<file path="src/rtl/mem_stage_pkg.sv">
// Shared types and constants for the memory-stage controller.
// Opcodes, FSM state encoding and the timeout exception payload.
package mem_stage_pkg;

  localparam logic [4:0]  OP_SW           = 5'b00111;
  localparam logic [4:0]  OP_LW           = 5'b01000;
  localparam logic [31:0] EXC_MEM_TIMEOUT = 32'd6;
  localparam logic [4:0]  EXC_RD          = 5'd30;

  typedef enum logic {
    IDLE = 1'b0,
    REQ  = 1'b1
  } state_e;

  // True for opcodes that access data memory.
  function automatic logic is_mem_op(input logic [4:0] op);
    return (op == OP_SW) || (op == OP_LW);
  endfunction

endpackage

</file>
<file path="src/rtl/mem_timeout_ctr.sv">
// Request-cycle counter for the memory-stage timeout.
// Counts while enabled, clears synchronously, saturates at TIMEOUT-1 and
// flags that terminal count.
module mem_timeout_ctr #(
  parameter int TIMEOUT = 16
) (
  input  logic clk,
  input  logic rst_n,
  input  logic clear,
  input  logic en,
  output logic tc
);

  localparam int            CW   = (TIMEOUT > 1) ? $clog2(TIMEOUT) : 1;
  localparam logic [CW-1:0] LAST = CW'(TIMEOUT - 1);

  logic [CW-1:0] cnt_q, cnt_d;

  // Next count: clear wins, then increment until the terminal value.
  always_comb begin
    cnt_d = cnt_q;
    if (clear) begin
      cnt_d = '0;
    end else if (en && (cnt_q != LAST)) begin
      cnt_d = cnt_q + 1'b1;
    end
  end

  // Count register.
  // NOTE: sequential state uses non-blocking assignments so every flop samples pre-edge values.
  always_ff @(posedge clk or negedge rst_n) begin
    if (!rst_n) begin
      cnt_q <= '0;
    end else begin
      cnt_q <= cnt_d;
    end
  end

  assign tc = (cnt_q == LAST);

endmodule

</file>
<file path="src/rtl/mem_stage_ctrl.sv">
// Memory-stage controller: passes non-memory ops through in one cycle and
// runs a two-state IDLE/REQ handshake with data memory for lw/sw, stalling
// the upstream pipeline until the access completes.
// Optional feature: define MEM_TIMEOUT_EN to abort a request that sees no
// ack within TIMEOUT cycles, producing a memory-timeout exception result.
module mem_stage_ctrl
  import mem_stage_pkg::*;
#(
  parameter int ADDR_W  = 12,
  parameter int TIMEOUT = 16
) (
  input  logic              clk,
  input  logic              clr,
  input  logic [31:0]       ir_in,
  input  logic [31:0]       o_in,
  input  logic [31:0]       b_in,
  input  logic [4:0]        rd_in,
  input  logic              ex_in,
  output logic              dmem_req,
  output logic              dmem_we,
  output logic [ADDR_W-1:0] dmem_addr,
  output logic [31:0]       dmem_wdata,
  input  logic [31:0]       dmem_rdata,
  input  logic              dmem_ack,
  output logic              stall,
  output logic [31:0]       ir_out,
  output logic [31:0]       o_out,
  output logic [31:0]       d_out,
  output logic [4:0]        rd_out,
  output logic              ex_out
);

  state_e            state_q, state_d;
  logic              req_q, req_d;
  logic              we_q, we_d;
  logic [ADDR_W-1:0] addr_q, addr_d;
  logic [31:0]       wdata_q, wdata_d;
  logic [31:0]       ir_q, ir_d;
  logic [31:0]       o_q, o_d;
  logic [31:0]       d_q, d_d;
  logic [4:0]        rd_q, rd_d;
  logic              ex_q, ex_d;
  logic              stall_c;
  logic              timeout;
  logic [4:0]        op;

  assign op = ir_in[31:27];

`ifdef MEM_TIMEOUT_EN
  logic ctr_clear;
  logic ctr_en;
  logic ctr_tc;

  // Counter restarts from zero on every REQ entry and runs only in REQ.
  assign ctr_clear = (state_q == IDLE);
  assign ctr_en    = (state_q == REQ);
  assign timeout   = ctr_tc && (state_q == REQ);

  mem_timeout_ctr #(
    .TIMEOUT (TIMEOUT)
  ) u_timeout_ctr (
    .clk   (clk),
    .rst_n (clr),
    .clear (ctr_clear),
    .en    (ctr_en),
    .tc    (ctr_tc)
  );
`else
  assign timeout = 1'b0;
`endif

  // Next-state, memory-port and result-register logic for the IDLE/REQ FSM.
  // NOTE: every signal gets a default first so no path leaves one unassigned (no latches).
  always_comb begin
    state_d = state_q;
    req_d   = req_q;
    we_d    = we_q;
    addr_d  = addr_q;
    wdata_d = wdata_q;
    ir_d    = ir_q;
    o_d     = o_q;
    d_d     = d_q;
    rd_d    = rd_q;
    ex_d    = ex_q;
    stall_c = 1'b0;

    unique case (state_q)
      IDLE: begin
        if (is_mem_op(op) && !ex_in) begin
          // Launch the access; memory-port values are captured here and
          // stay stable for the whole request.
          stall_c = 1'b1;
          state_d = REQ;
          req_d   = 1'b1;
          we_d    = (op == OP_SW);
          addr_d  = o_in[ADDR_W-1:0];
          wdata_d = b_in;
        end else begin
          // Non-memory or excepted instruction: single-cycle pass-through.
          ir_d = ir_in;
          o_d  = o_in;
          d_d  = '0;
          rd_d = rd_in;
          ex_d = ex_in;
        end
      end

      REQ: begin
        if (dmem_ack) begin
          // Ack has priority over a coinciding timeout.
          state_d = IDLE;
          req_d   = 1'b0;
          we_d    = 1'b0;
          addr_d  = '0;
          wdata_d = '0;
          ir_d    = ir_in;
          o_d     = o_in;
          d_d     = we_q ? 32'd0 : dmem_rdata;
          rd_d    = rd_in;
          ex_d    = ex_in;
        end else if (timeout) begin
          // Abandon the access and retire it as a memory-timeout exception.
          state_d = IDLE;
          req_d   = 1'b0;
          we_d    = 1'b0;
          addr_d  = '0;
          wdata_d = '0;
          ir_d    = ir_in;
          o_d     = EXC_MEM_TIMEOUT;
          d_d     = '0;
          rd_d    = EXC_RD;
          ex_d    = 1'b1;
        end else begin
          stall_c = 1'b1;
        end
      end

      default: begin
        state_d = IDLE;
      end
    endcase
  end

  // State, memory-port and result registers; reset clears everything at once.
  always_ff @(posedge clk or negedge clr) begin
    if (!clr) begin
      state_q <= IDLE;
      req_q   <= 1'b0;
      we_q    <= 1'b0;
      addr_q  <= '0;
      wdata_q <= '0;
      ir_q    <= '0;
      o_q     <= '0;
      d_q     <= '0;
      rd_q    <= '0;
      ex_q    <= 1'b0;
    end else begin
      state_q <= state_d;
      req_q   <= req_d;
      we_q    <= we_d;
      addr_q  <= addr_d;
      wdata_q <= wdata_d;
      ir_q    <= ir_d;
      o_q     <= o_d;
      d_q     <= d_d;
      rd_q    <= rd_d;
      ex_q    <= ex_d;
    end
  end

  // Stall is combinational; it is forced low while reset is asserted.
  assign stall      = clr & stall_c;
  assign dmem_req   = req_q;
  assign dmem_we    = we_q;
  assign dmem_addr  = addr_q;
  assign dmem_wdata = wdata_q;
  assign ir_out     = ir_q;
  assign o_out      = o_q;
  assign d_out      = d_q;
  assign rd_out     = rd_q;
  assign ex_out     = ex_q;

endmodule

</file>
<file path="config.mk">
export PLATFORM = sky130hd
export DESIGN_NAME = mem_stage_ctrl
export DESIGN_NICKNAME = d
export VERILOG_FILES = /design/src/rtl/mem_stage_pkg.sv /design/src/rtl/mem_timeout_ctr.sv /design/src/rtl/mem_stage_ctrl.sv
export SDC_FILE = /design/constraint.sdc
export NUM_CORES = 1
export LEC_CHECK = 0
export ABC_AREA = 1
export BUFFER_PORTS_ARGS = -buffer_cell sky130_fd_sc_hd__buf_2
export CORE_AREA = 4 4 151 153
export DETAILED_ROUTE_END_ITERATION = 8
export DIE_AREA = 0 0 155 157
export PLACE_DENSITY = 0.61
export RECOVER_POWER = 50
export REMOVE_ABC_BUFFERS = 1
export SYNTH_ARGS = -nofsm -noshare
export SYNTH_HDL_FRONTEND = slang
export SYNTH_SLANG_ARGS = --single-unit
</file>
<file path="constraint.sdc">
create_clock -name clk -period 3.1 [get_ports clk]
set_input_delay 0.155 -clock clk [delete_from_list [all_inputs] [get_ports clk]]
set_output_delay 0.155 -clock clk [all_outputs]
set_load 0.03 [all_outputs]
</file>
# Yosys cells after proc, flatten, opt, wreduce, memory -nomap -nowiden
# Index checks and enable logic that the tools add are counted.
[totals] register_bits=149 inputBits=137 output_inout_bits=149 wordCells=52
[classes] eq_ne=5 mux=30 bitwise=2 reduce_logical=5
[ops] operator="32-bit 2-to-1 mux" n=9
[ops] operator="32-bit one-hot mux with 2 select lines" n=4
[ops] operator="12-bit 2-to-1 mux" n=2
[ops] operator="12-bit one-hot mux with 2 select lines" n=1
[ops] operator="5-bit 2-to-1 mux" n=2
[ops] operator="5-bit one-hot mux with 2 select lines" n=1
[ops] operator="1-bit one-hot mux with 2 select lines" n=4
[ops] operator="1-bit 2-to-1 mux" n=7
[ops] operator="2-bit inequality test, second input constant" n=3
[ops] operator="5-bit by 3-bit equality test with 1-bit output, second input constant" n=1
[ops] operator="5-bit by 4-bit equality test with 1-bit output, second input constant" n=1
[ops] operator="2-bit AND reduction" n=2
[ops] operator="1-bit bitwise AND" n=1
[ops] operator="1-bit logical AND" n=1
[ops] operator="1-bit zero test" n=1
[ops] operator="1-bit logical OR" n=1
[ops] operator="1-bit inverter" n=1

# Depth between registers and ports, before layout
# Gate-level depths: netlist (run 1).
[logic_depth] ltp_word=6 depth_mapped=10

# Least setup slack after synthesis (run 1)
# OpenSTA, ideal clock, no wires.
[synth_path] kind="reg-to-output" from="reg state_q" to="out stall" arrival_time_ps=1355 path_slack_ps=1590 stages_incl_launch_ff=10 path_cell_list="dfrtp_1 > buf_2 > inv_4 > nand2_4 > nor2_4 > nand2_4 > nand3_2 > buf_2 > nand2_1 > inv_1"
[synth_via] elab_chain_len=3
[synth_lines] item="start, declared" line_no="mem_stage_ctrl.sv:33" source="state_e state_q, state_d;"
[synth_lines] item="start signal, assigned" line_no="mem_stage_ctrl.sv:158" source="state_q <= state_d;"
[synth_lines] item="1-bit inverter"
[synth_lines] item="1-bit one-hot mux with 2 select lines (*)" line_no="mem_stage_ctrl.sv:87" source="unique case (state_q)"
[synth_lines] item="net stall_c" line_no="mem_stage_ctrl.sv:43" source="logic stall_c;"
[synth_lines] item="1-bit bitwise AND (*)" line_no="mem_stage_ctrl.sv:172" source="assign stall = clr & stall_c;"
[synth_lines] item="end, declared" line_no="mem_stage_ctrl.sv:25" source="output logic stall,"
# The timed path passes the listed nets; every way through them passes the cells marked *.

==> qor.yml, run 1 <==
run_status:
  status: "finished with violations"
  violations: "capacitance limit, slew limit"
synth:
  synthTopCellsByCount: "320 x nand2_1, 149 x dfrtp_1, 127 x nand4_1"
  synth.area.top_cells: "dfrtp_1 61%, nand2_1 20%, nand4_1 13%"
  synth_most_common_cell: "nand2_1"
  ys_types: 19
  ys_seq_elements: 149
  syn_area_sq_um: 6150
  yosys_warnings: 0
  synth_top_area_share_pct: 60.6
  syn-mean-instance-area_sq_um: 9.18
  synthArstFlopShare_pct: 100
  seq_area_frac_synth_pct: 60.6
  synth_edf_count: 0
  synth_ff_type: "dfrtp_1"
  yosysTopAreaCell: "dfrtp_1"
  synth_cells: 670
clocking:
  cts_num_sinks: 149
  cts_buffers: 17
  hold_buffers: 127
  clkTransAtPathRegs_ps: 70
  cts-root-buf: "clkbuf_16"
  clk_path_buf_depth: 2
  clkLatencyLatePin_ps: 420
  cts_tree: "yes"
  htreeDepth: 4
  cts_setup_buffers: 0
  post_cts_resized: 0
drt:
  drt_wl_total_mm: 21.4
  post_drt_wl_per_cell_microns: 15.9
  post-route-drc-count: 0
  drt-pass1-iter-count: 5
  initialDrtViolationCount: 422
  vias: 6321
  ant_nets: 0
  via_per_inst: 4.69
floorplanning:
  initial_utilization_pct: 28.5
  die_h_microns: 157
  die_area_sq_um: 24300
  ios: 286
  rows: 54
  die_w_microns: 155
  coreArea_sq_um: 21600
critical_path:
  crit_fanout: 74
  crit-reg2reg-launch: "state_q$_DFF_PN0_"
  cp_slowest_stage_delay_ps: 1380
  crit_start: "clr"
  worst_setup_path_start_kind: "input pin"
  endpoint_kind: "asynchronous set/reset pin"
  r2r_setup_slack_ps: 930
  required_ps: 3260
  path_buf_inv: 3
  crit_arrival_ps: 2500
  crit_family: "buffers and inverters"
  crit_chain: "dlygate4sd3_1 -> buf_6 -> clkbuf_2"
  cp_slowest_cell: "clkbuf_2"
  path_class: "in2async"
timing:
  fin_crit_sh_pct: 75.3
  grt_setup_unrepaired: "false"
  fin_crit_ps: 2330
  postLayoutSetupSlackWorst_ps: 767
  setup_viol: 0
  max_freq_mhz: 429
  tightest_slew_ps: 1880
  finalMaxSlewViolations: 75
  hold_violations: 0
  max_slew_margin_pct: -25.0
  clock_skew_ps: 5.35
placement:
  place.gp.congestion: 0.788
  io_buffer_count: 285
  hpwlAfterDp_mm: 13.2
  pre_cts_slack_ps: 947
final_layout:
  utilization_pct: 44.3
  drive_above_1_share_pct: 20.6
  nNetsFinal: 1193
  area_growth_pct: 55.1
  n_antenna_cell: 0
  final.fill_count: 2115
grt:
  grt_max_degree: 99
  overflow: 0
  grt_usage_pct: 17.5
  grt_pass1_wl_mm: 34.5
  antenna_found_initial: 1
  grt_pass1_vias: 6592
power:
  power_mw: 5.80
  ir_drop_mv: 0.335
  power-per-cell-area_nw_per_um2: 608
  p_leak_nw: 4.92
flow_run:
  maxCapViolCount: 1
hold_path:
  hold_path_class: "in2reg"
  hp-start: "dmem_rdata[20]"
## stage by stage
| stage | hold WS, ps | TNS [ps] | cells | area, sq um |
|---|---|---|---|---|
| 2_1_floorplan | -141 | -39150 | 615 | 5860 |
| 3_3_place_gp | 83.3 | 0 | 1189 | 7750 |
| 3_5_place_dp | 78.3 | 0 | 1189 | 7750 |
| 4_1_cts | 3.97 | 0 | 1348 | 9690 |
| 5_1_grt | 11.6 | 0 | 1349 | 9540 |
| 6_report | 29.3 | 0 | 1349 | 9540 |
## final cells by class
type | count | area, sq um | area share, %
Timing Repair Buffer | 422 | 2650 | 27.7
Multi-Input combinational cell | 458 | 2110 | 22.1
Sequential cell | 149 | 3730 | 39.1
Tap cell | 280 | 350 | 3.67
Inverter | 8 | 32.5 | 0.341
Clock inverter | 12 | 225 | 2.36
Clock buffer | 20 | 447 | 4.68
## path summary, 6_finish.rpt
path / to / cells past startpoint
worst max-delay path: o_out[5]$_DFFE_PN0P_ / 3
worst min-delay path: d_out[20]$_DFFE_PN0P_ / 3
worst max register to register: dmem_wdata[2]$_DFFE_PN0P_ / 7
worst min register to register: d_out[22]$_DFFE_PN0P_ / 2
max in group clk: stall / 10
min in group asynchronous: d_out[4]$_DFFE_PN0P_ / 2
## kinds of logic (layout without fill, tap and decap cells)
| family | count (synthesis) | in the layout | share of synthesized area [%] |
|---|---|---|---|
| AND/OR/NAND/NOR | 458 | 458 | 34.1 |
| flip-flops | 149 | 149 | 60.6 |
| buffers and inverters | 63 | 462 | 5.25 |
## layer usage
layer	up-vias	share of wire (%)	routed length (microns)	GRT usage, %
met3	35	8.3	1790	6.02
met1	3000	42	9040	21.4
met4	2	1.6	340	4.92
li1	3015	-	-	-
met5	-	0.061	13	0
met2	269	48	10300	29.6
## flip-flops by register name, summed over array words and instances, names as in the netlist
| register | cells |
|---|---|
| dmem_wdata | 32 |
| d_out | 32 |
| o_out | 32 |
| dmem_we | 1 |
| ex_out | 1 |
| ir_out | 32 |
| dmem_addr | 12 |
| state_q | 1 |
| dmem_req | 1 |
| rd_out | 5 |
## report_power, final
part           switching (mW)  internal [mW]  leakage, nW
logic                   0.771          0.377         2.71
clock network           0.851           1.54        0.329
registers               0.121           2.14         1.88
total                    1.74           4.06         4.92
## cells in the final DEF (no fill, tap or decap), drive strengths merged
| cell type | instances |
|---|---|
| nand2 | 324 |
| buf | 177 |
| dfrtp | 149 |
| clkbuf | 137 |
| dlygate4sd3 | 128 |
| nand4 | 127 |
| inv | 9 |
| bufinv | 6 |
| clkinv | 5 |
| nor2 | 3 |
| nor3 | 2 |
| nand3 | 2 |
## tightest hold or removal path: stages
cell and delay [ps]:
buf_2 100, nand4_1 100, nand2_1 60
Note: power is estimated with default switching activity, not from simulation.
==> inputs of run 2 (changes only) <==
- clock period: 3.1 -> 2.3 ns (I/O delays scaled with it)
==> qor.yml, run 2 (synthesis results as in run 1) <==
clocking:
  cts_tree: "yes"
  cts_num_sinks: 149  # unchanged
  cts-root-buf: "clkbuf_16"
  clkLatencyLatePin_ps: 410  # about the same
  clkTransAtPathRegs_ps: 70  # about the same
  clk_path_buf_depth: 2  # unchanged
  cts_setup_buffers: 0  # unchanged
  cts_buffers: 17  # unchanged
  htreeDepth: 4  # unchanged
drt:
  drt-pass1-iter-count: 4  # -1
  via_per_inst: 4.64  # -1.0%
  ant_nets: 0  # unchanged
  post-route-drc-count: 0  # unchanged
  initialDrtViolationCount: 384  # -9.0%
  drt_wl_total_mm: 21.4  # -0.11%
  post_drt_wl_per_cell_microns: 15.7  # -1.1%
  vias: 6318  # -0.047%
critical_path:
  required_ps: 2180  # -1080 ps
  crit-reg2reg-capture: "o_out[14]$_DFFE_PN0P_"
  endpoint_kind: "output pin"
  cp_slowest_cell: "dlygate4sd3_1"
  crit_start: "ir_in[30]"
  cp_slowest_stage_delay_ps: 540  # -840 ps
  worst_setup_path_start_kind: "input pin"
  path_class: "in2out"
  crit_arrival_ps: 1950  # -550 ps
  crit_fanout: 22  # -70%
  crit_chain: "dlygate4sd3_1 -> buf_2 -> inv_1 -> nand2_1 -> nor2_1 -> nand2_4 -> nand3_4 -> nand2_1 -> inv_1 -> buf_2"
  r2r_setup_slack_ps: 670  # -260 ps
  crit-reg2reg-launch: "state_q$_DFF_PN0_"
  r2r_cells: 8  # +1
final_layout:
  layout_common_cells: "318 x nand2_1, 210 x buf_2, 149 x dfrtp_1, 135 x dlygate4sd3_1, 127 x nand4_1"
  final.fill_count: 2051  # -3.0%
  regArea_sq_um: 3730  # unchanged
  final_cells: 1362  # +0.96%
  area_growth_pct: 58.3
  multi_input_area_sq_um: 2110  # unchanged
  nNetsFinal: 1206  # +1.1%
  n_antenna_cell: 0  # unchanged
  layout.cells.most_common: "nand2_1"
  drive_above_1_share_pct: 25.0  # +4.4 points
power:
  power-per-cell-area_nw_per_um2: 798  # +31%
  p_leak_nw: 5.12  # +4.1%
  cellInternalPower_mw: 5.40  # +33%
  ir_drop_mv: 0.500  # +50%
  power_mw: 7.76  # +34%
  combPwrFrac_pct: 20.5  # +0.7 points
  p_sw_mw: 2.36  # +35%
  clkPwrFrac_pct: 40.3  # -0.9 points
  switching_share_pct: 30.4  # +0.36 points
  seqPwrFrac_pct: 39.3  # +0.3 points
timing:
  hold_violations: 0  # unchanged
  max_slew_margin_pct: 23.2  # +48 points
  fin_crit_ps: 2070
  clock_skew_ps: 6.93  # +1.58 ps
  grt_setup_unrepaired: "false"
  max_freq_mhz: 483
  finalMaxSlewViolations: 0  # -100%
  tightest_slew_ps: 1150  # -723 ps
  setup_viol: 0  # unchanged
  holdWs_ps: 117  # +87.5 ps
  fin_crit_sh_pct: 90.0
  postLayoutSetupSlackWorst_ps: 231  # -536 ps
grt:
  grt_usage_pct: 17.6  # +0.097 points
  antenna_found_initial: 1  # unchanged
  grt_max_degree: 83  # -16%
  grt_pass1_wl_mm: 34.7  # +0.44%
  grt_pass1_vias: 6581  # -0.17%
  overflow: 0  # unchanged
flow_run:
  maxCapViolCount: 0  # -1
floorplanning:
  coreArea_sq_um: 21600  # unchanged
  rows: 54  # unchanged
  initial_utilization_pct: 28.5  # unchanged
  die_h_microns: 157  # unchanged
  ios: 286  # unchanged
  die_area_sq_um: 24300  # unchanged
  die_w_microns: 155  # unchanged
placement:
  io_buffer_count: 285  # unchanged
  hpwlAfterDp_mm: 13.7  # +3.5%
  place.gp.congestion: 0.765  # -2.9%
  pre_cts_slack_ps: 644  # -302 ps
  place_inst: 1195  # +0.50%
hold_path:
  hold_path_class: "in2async"
run_status:
  status: "complete, no violations"
==> run 2: how the worst max path moves through the flow <==
stage / depth (start not counted) / end
global placement: 8 / ir_out[6]$_DFFE_PN0P_
floorplan: 4 / stall
CTS: 10 / stall
detailed placement: 8 / o_out[14]$_DFFE_PN0P_
finish: 10 / stall
global route: 10 / stall
==> run 2: layer usage <==
layer | vias up | wire, microns | global-route usage, % | share of wire, %
met5 | - | 13 | 0 | 0.061
met1 | 2978 | 8780 | 21.5 | 41
met4 | 2 | 379 | 5.00 | 1.8
met3 | 32 | 1840 | 5.47 | 8.6
li1 | 3042 | - | - | -
met2 | 264 | 10400 | 30.2 | 49
==> run 2: cell type report <==
class                           count  share of cell area, %
Clock buffer                       18                   4.51
Clock inverter                     14                   2.26
Inverter                            8                  0.334
Multi-Input combinational cell    458                   21.7
Sequential cell                   149                   38.3
Tap cell                          280                   3.60
Timing Repair Buffer              435                   29.3
==> run 2: worst max-delay path, delay by kind of cell <==
kind	cells	cell delay [ps]
buffers and inverters	5	970
AND/OR/NAND/NOR	5	850
==> run 2: repair_timing <==
action / CTS / global route
gates resized for setup: 0 / 0
hold endpoints to repair: 253 / 0
setup endpoints to repair: 0 / 0
hold buffers: 135 / 0
==> run 2: power by group through the flow <==
stage               sequential (mW)  combinational [mW]  clock, mW
floorplan                      3.62               0.304          0
global placement               3.08                1.45          0
detailed placement             3.08                1.46          0
CTS                            3.04                1.64       3.22
global route                   3.08                1.72       3.32
finish                         3.05                1.59       3.13
==> run 2: stage by stage <==
step / instance area (sq um) / utilization [%] / TNS [ps]
global route: 9730 / 45.2 / 0
CTS: 9840 / 45.7 / 0
global placement: 7830 / 36.3 / 0
floorplan: 5860 / - / -122310
finish: 9730 / 45.2 / 0
detailed placement: 7830 / 36.3 / 0
==> inputs of run 3 (changes only) <==
- ABC_AREA: 1 -> default
- CORE_AREA: 4 4 151 153 -> 4 4 145 147
- DIE_AREA: 0 0 155 157 -> 0 0 149 151
- clock period: 2.3 -> 2.5 ns (I/O delays scaled with it)
==> qor.yml, run 3 <==
power:
  p_sw_mw: 2.10  # -11%
  p_leak_nw: 4.20  # -18%
  ir_drop_mv: 0.415  # -17%
  power-per-cell-area_nw_per_um2: 737  # -7.6%
  cellInternalPower_mw: 4.63  # -14%
  clkPwrFrac_pct: 38.9  # -1.4 points
  seqPwrFrac_pct: 41.3  # +2.0 points
  combPwrFrac_pct: 19.8  # -0.7 points
  switching_share_pct: 31.3  # +0.87 points
timing:
  setup_viol: 0  # unchanged
  finalMaxSlewViolations: 0  # unchanged
  fin_crit_sh_pct: 94.0
  tightest_slew_ps: 1040  # -115 ps
  clock_skew_ps: 7.35  # +0.420 ps
  max_slew_margin_pct: 30.8  # +7.7 points
  max_freq_mhz: 425
  hold_violations: 0  # unchanged
  grt_setup_unrepaired: "false"
  fin_crit_ps: 2350
  holdWs_ps: 31.6  # -85.3 ps
floorplanning:
  die_area_sq_um: 22500  # -7.5%
  die_h_microns: 151  # -3.8%
  rows: 52  # -3.7%
  coreArea_sq_um: 19900  # -7.6%
  ios: 286  # unchanged
  die_w_microns: 149  # -3.9%
  initial_utilization_pct: 28.3  # -0.18 points
critical_path:
  crit_chain: "or3_1 -> a21oi_4 -> a21o_4 -> buf_12 -> and2_1 -> buf_2"
  crit_arrival_ps: 2230  # +280 ps
  path_buf_inv: 2  # -3
  cp_slowest_cell: "or3_1"
  cp_slowest_stage_delay_ps: 430  # -110 ps
  crit_start: "state_q$_DFF_PN0_"
  endpoint_kind: "output pin"
  crit_fanout: 25  # +14%
  worst_setup_path_start_kind: "flop"
  crit_family: "simple AND/OR/NAND/NOR gates"
  required_ps: 2380  # +200 ps
  crit-reg2reg-launch: "state_q$_DFF_PN0_"
  path_class: "reg2out"
grt:
  grt_max_degree: 90  # +8.4%
  antenna_found_initial: 0  # -1
  overflow: 0  # unchanged
  grt_usage_pct: 14.7  # -2.9 points
  grt_pass1_vias: 5273  # -20%
  grt_pass1_wl_mm: 26.6  # -23%
clocking:
  clk_path_buf_depth: 2  # unchanged
  cts-root-buf: "clkbuf_16"
  cts_buffers: 17  # unchanged
  clkLatencyLatePin_ps: 410  # about the same
  cts_tree: "yes"
  cts_num_sinks: 149  # unchanged
  clkTransAtPathRegs_ps: 60  # about the same
  htreeDepth: 4  # unchanged
  cts_setup_buffers: 0  # unchanged
synth:
  synth_xor_area_share_pct: 0  # unchanged
  synth_fa_ha_area_share_pct: 0  # unchanged
  synth_top_family_by_area: "multiplexers"
  syn-mean-instance-area_sq_um: 13.1  # +42%
  synth_compound_gate_area_share_pct: 10.7  # +11 points
  synthArstFlopShare_pct: 100  # unchanged
  seq_area_frac_synth_pct: 66.1  # +5.4 points
  synthTopCellsByCount: "149 x dfrtp_1, 90 x nand2_1, 44 x mux2_2, 44 x o21ai_0, 34 x a22o_1"
  synth_ff_type: "dfrtp_1"
  yosysTopAreaCell: "dfrtp_1"
  muxShareOfSynthArea_pct: 12.8  # +13 points
  synth.area.top_cells: "dfrtp_1 66%, mux2_2 8.8%, nand2_1 6.0%"
  synth_most_common_cell: "dfrtp_1"
  ys_seq_elements: 149  # unchanged
  syn_area_sq_um: 5640  # -8.2%
  synth-simple-area-share_pct: 7.23  # -27 points
  ys_types: 26  # +7
  synth_cells: 432  # -36%
  synth_top_area_share_pct: 66.1  # +5.4 points
  synth_edf_count: 0  # unchanged
  yosys_warnings: 0  # unchanged
drt:
  post_drt_wl_per_cell_microns: 14.9  # -5.1%
  initialDrtViolationCount: 171  # -55%
  top_layer_used: "met4"
  ant_nets: 0  # unchanged
  vias: 4958  # -22%
  met1_length_mm: 6.54  # -25%
  post-route-drc-count: 0  # unchanged
  drt_wl_total_mm: 16.9  # -21%
  wl_met3_microns: 959  # -48%
  met2WireLength_mm: 8.84  # -15%
  via_per_inst: 4.38  # -5.7%
  drt-pass1-iter-count: 4  # unchanged
final_layout:
  n_antenna_cell: 0  # unchanged
  layout.cells.most_common: "buf_2"
  final.fill_count: 1920  # -6.4%
  nNetsFinal: 987  # -18%
  layout_common_cells: "163 x buf_2, 149 x dfrtp_1, 131 x dlygate4sd3_1, 121 x clkbuf_1, 90 x nand2_1"
  final_cells: 1133  # -17%
  drive_above_1_share_pct: 29.5  # +4.6 points
  area_growth_pct: 61.8
placement:
  hpwlAfterDp_mm: 11.2  # -18%
  place.gp.congestion: 0.740  # -3.3%
  place_inst: 970  # -19%
  io_buffer_count: 285  # unchanged
run_status:
  status: "complete, no violations"
flow_run:
  maxCapViolCount: 0  # unchanged
hold_path:
  hp-start: "ir_in[30]"
  hold_path_class: "in2reg"
==> run 3: cell types whose count changed after synthesis, sizes merged, moves of 6 or more <==
cell	before	now
nand4	127	1
o21ai	0	44
mux2	0	64
inv	8	2
nand2	324	90
a22o	0	34
buf	29	13
clkbuf	26	16
==> run 3: routing by layer <==
metal | track usage, % | vias up
met5 | 0 | -
met4 | 6.27 | 0
met3 | 4.07 | 38
met2 | 25.8 | 162
met1 | 16.9 | 2410
li1 | - | 2348
==> run 3: per-stage QoR <==
stage	TNS, ps	area [sq um]	util [%]	setup WS, ps	power [mW]
CTS	0	9300	46.7	111	6.89
detailed placement	0	7380	37.1	410	4.06
global placement	0	7380	37.1	460	4.04
global route	0	9130	45.9	2.24	7.06
floorplan	-255100	5470	-	-2440	3.54
finish	0	9130	45.9	149	6.73
==> run 3: kinds of logic (layout without fill, tap and decap cells) <==
group | Yosys count | count (layout)
buffers and inverters | 31 | 462
AOI/OAI and AO/OA | 87 | 87
muxes | 64 | 64
DFF | 149 | 149
and+or+nand+nor | 101 | 101
==> run 3: worst reg2reg max path, cell delays in order, from the launching register on <==
cell and delay (ps):
dfrtp_1 420, or3_1 430, a21oi_4 140, buf_4 590
o21ai_0 290
==> run 3: power by group through the flow <==
stage / clock, mW / combinational (mW) / sequential [mW]
floorplan: 0 / 0.227 / 3.31
global placement: 0 / 1.23 / 2.81
detailed placement: 0 / 1.25 / 2.81
CTS: 2.71 / 1.41 / 2.77
global route: 2.82 / 1.44 / 2.81
finish: 2.62 / 1.34 / 2.78
==> run 3: final timing paths <==
path / end / cells past startpoint / slack (ps)
max: stall / 6 / 150
min: ir_out[30]$_DFFE_PN0P_ / 2 / 30
max reg2reg: dmem_wdata[26]$_DFFE_PN0P_ / 4 / 460
min reg2reg: dmem_req$_DFFE_PN0P_ / 1 / 480
max in group asynchronous: d_out[3]$_DFFE_PN0P_ / 3 / 980
min in group asynchronous: dmem_addr[3]$_DFFE_PN0P_ / 2 / 160
==> run 3: cell type report <==
type                    instances  area (sq um)  area share [%]
flip-flops and latches        149          3730            40.8
clock buffers                  17           425            4.66
clock inverters                15           176            1.93
well taps                     270           338            3.70
repair buffers                428          2710            29.7
inverters                       2          7.51          0.0822
multi-input cells             252          1750            19.1
==> run 3: timing repair <==
item	4_1_cts	5_1_grt
resized for setup	0	0
hold buffers	131	0
endpoints found under the hold margin	206	0
endpoints found under the setup margin	0	0
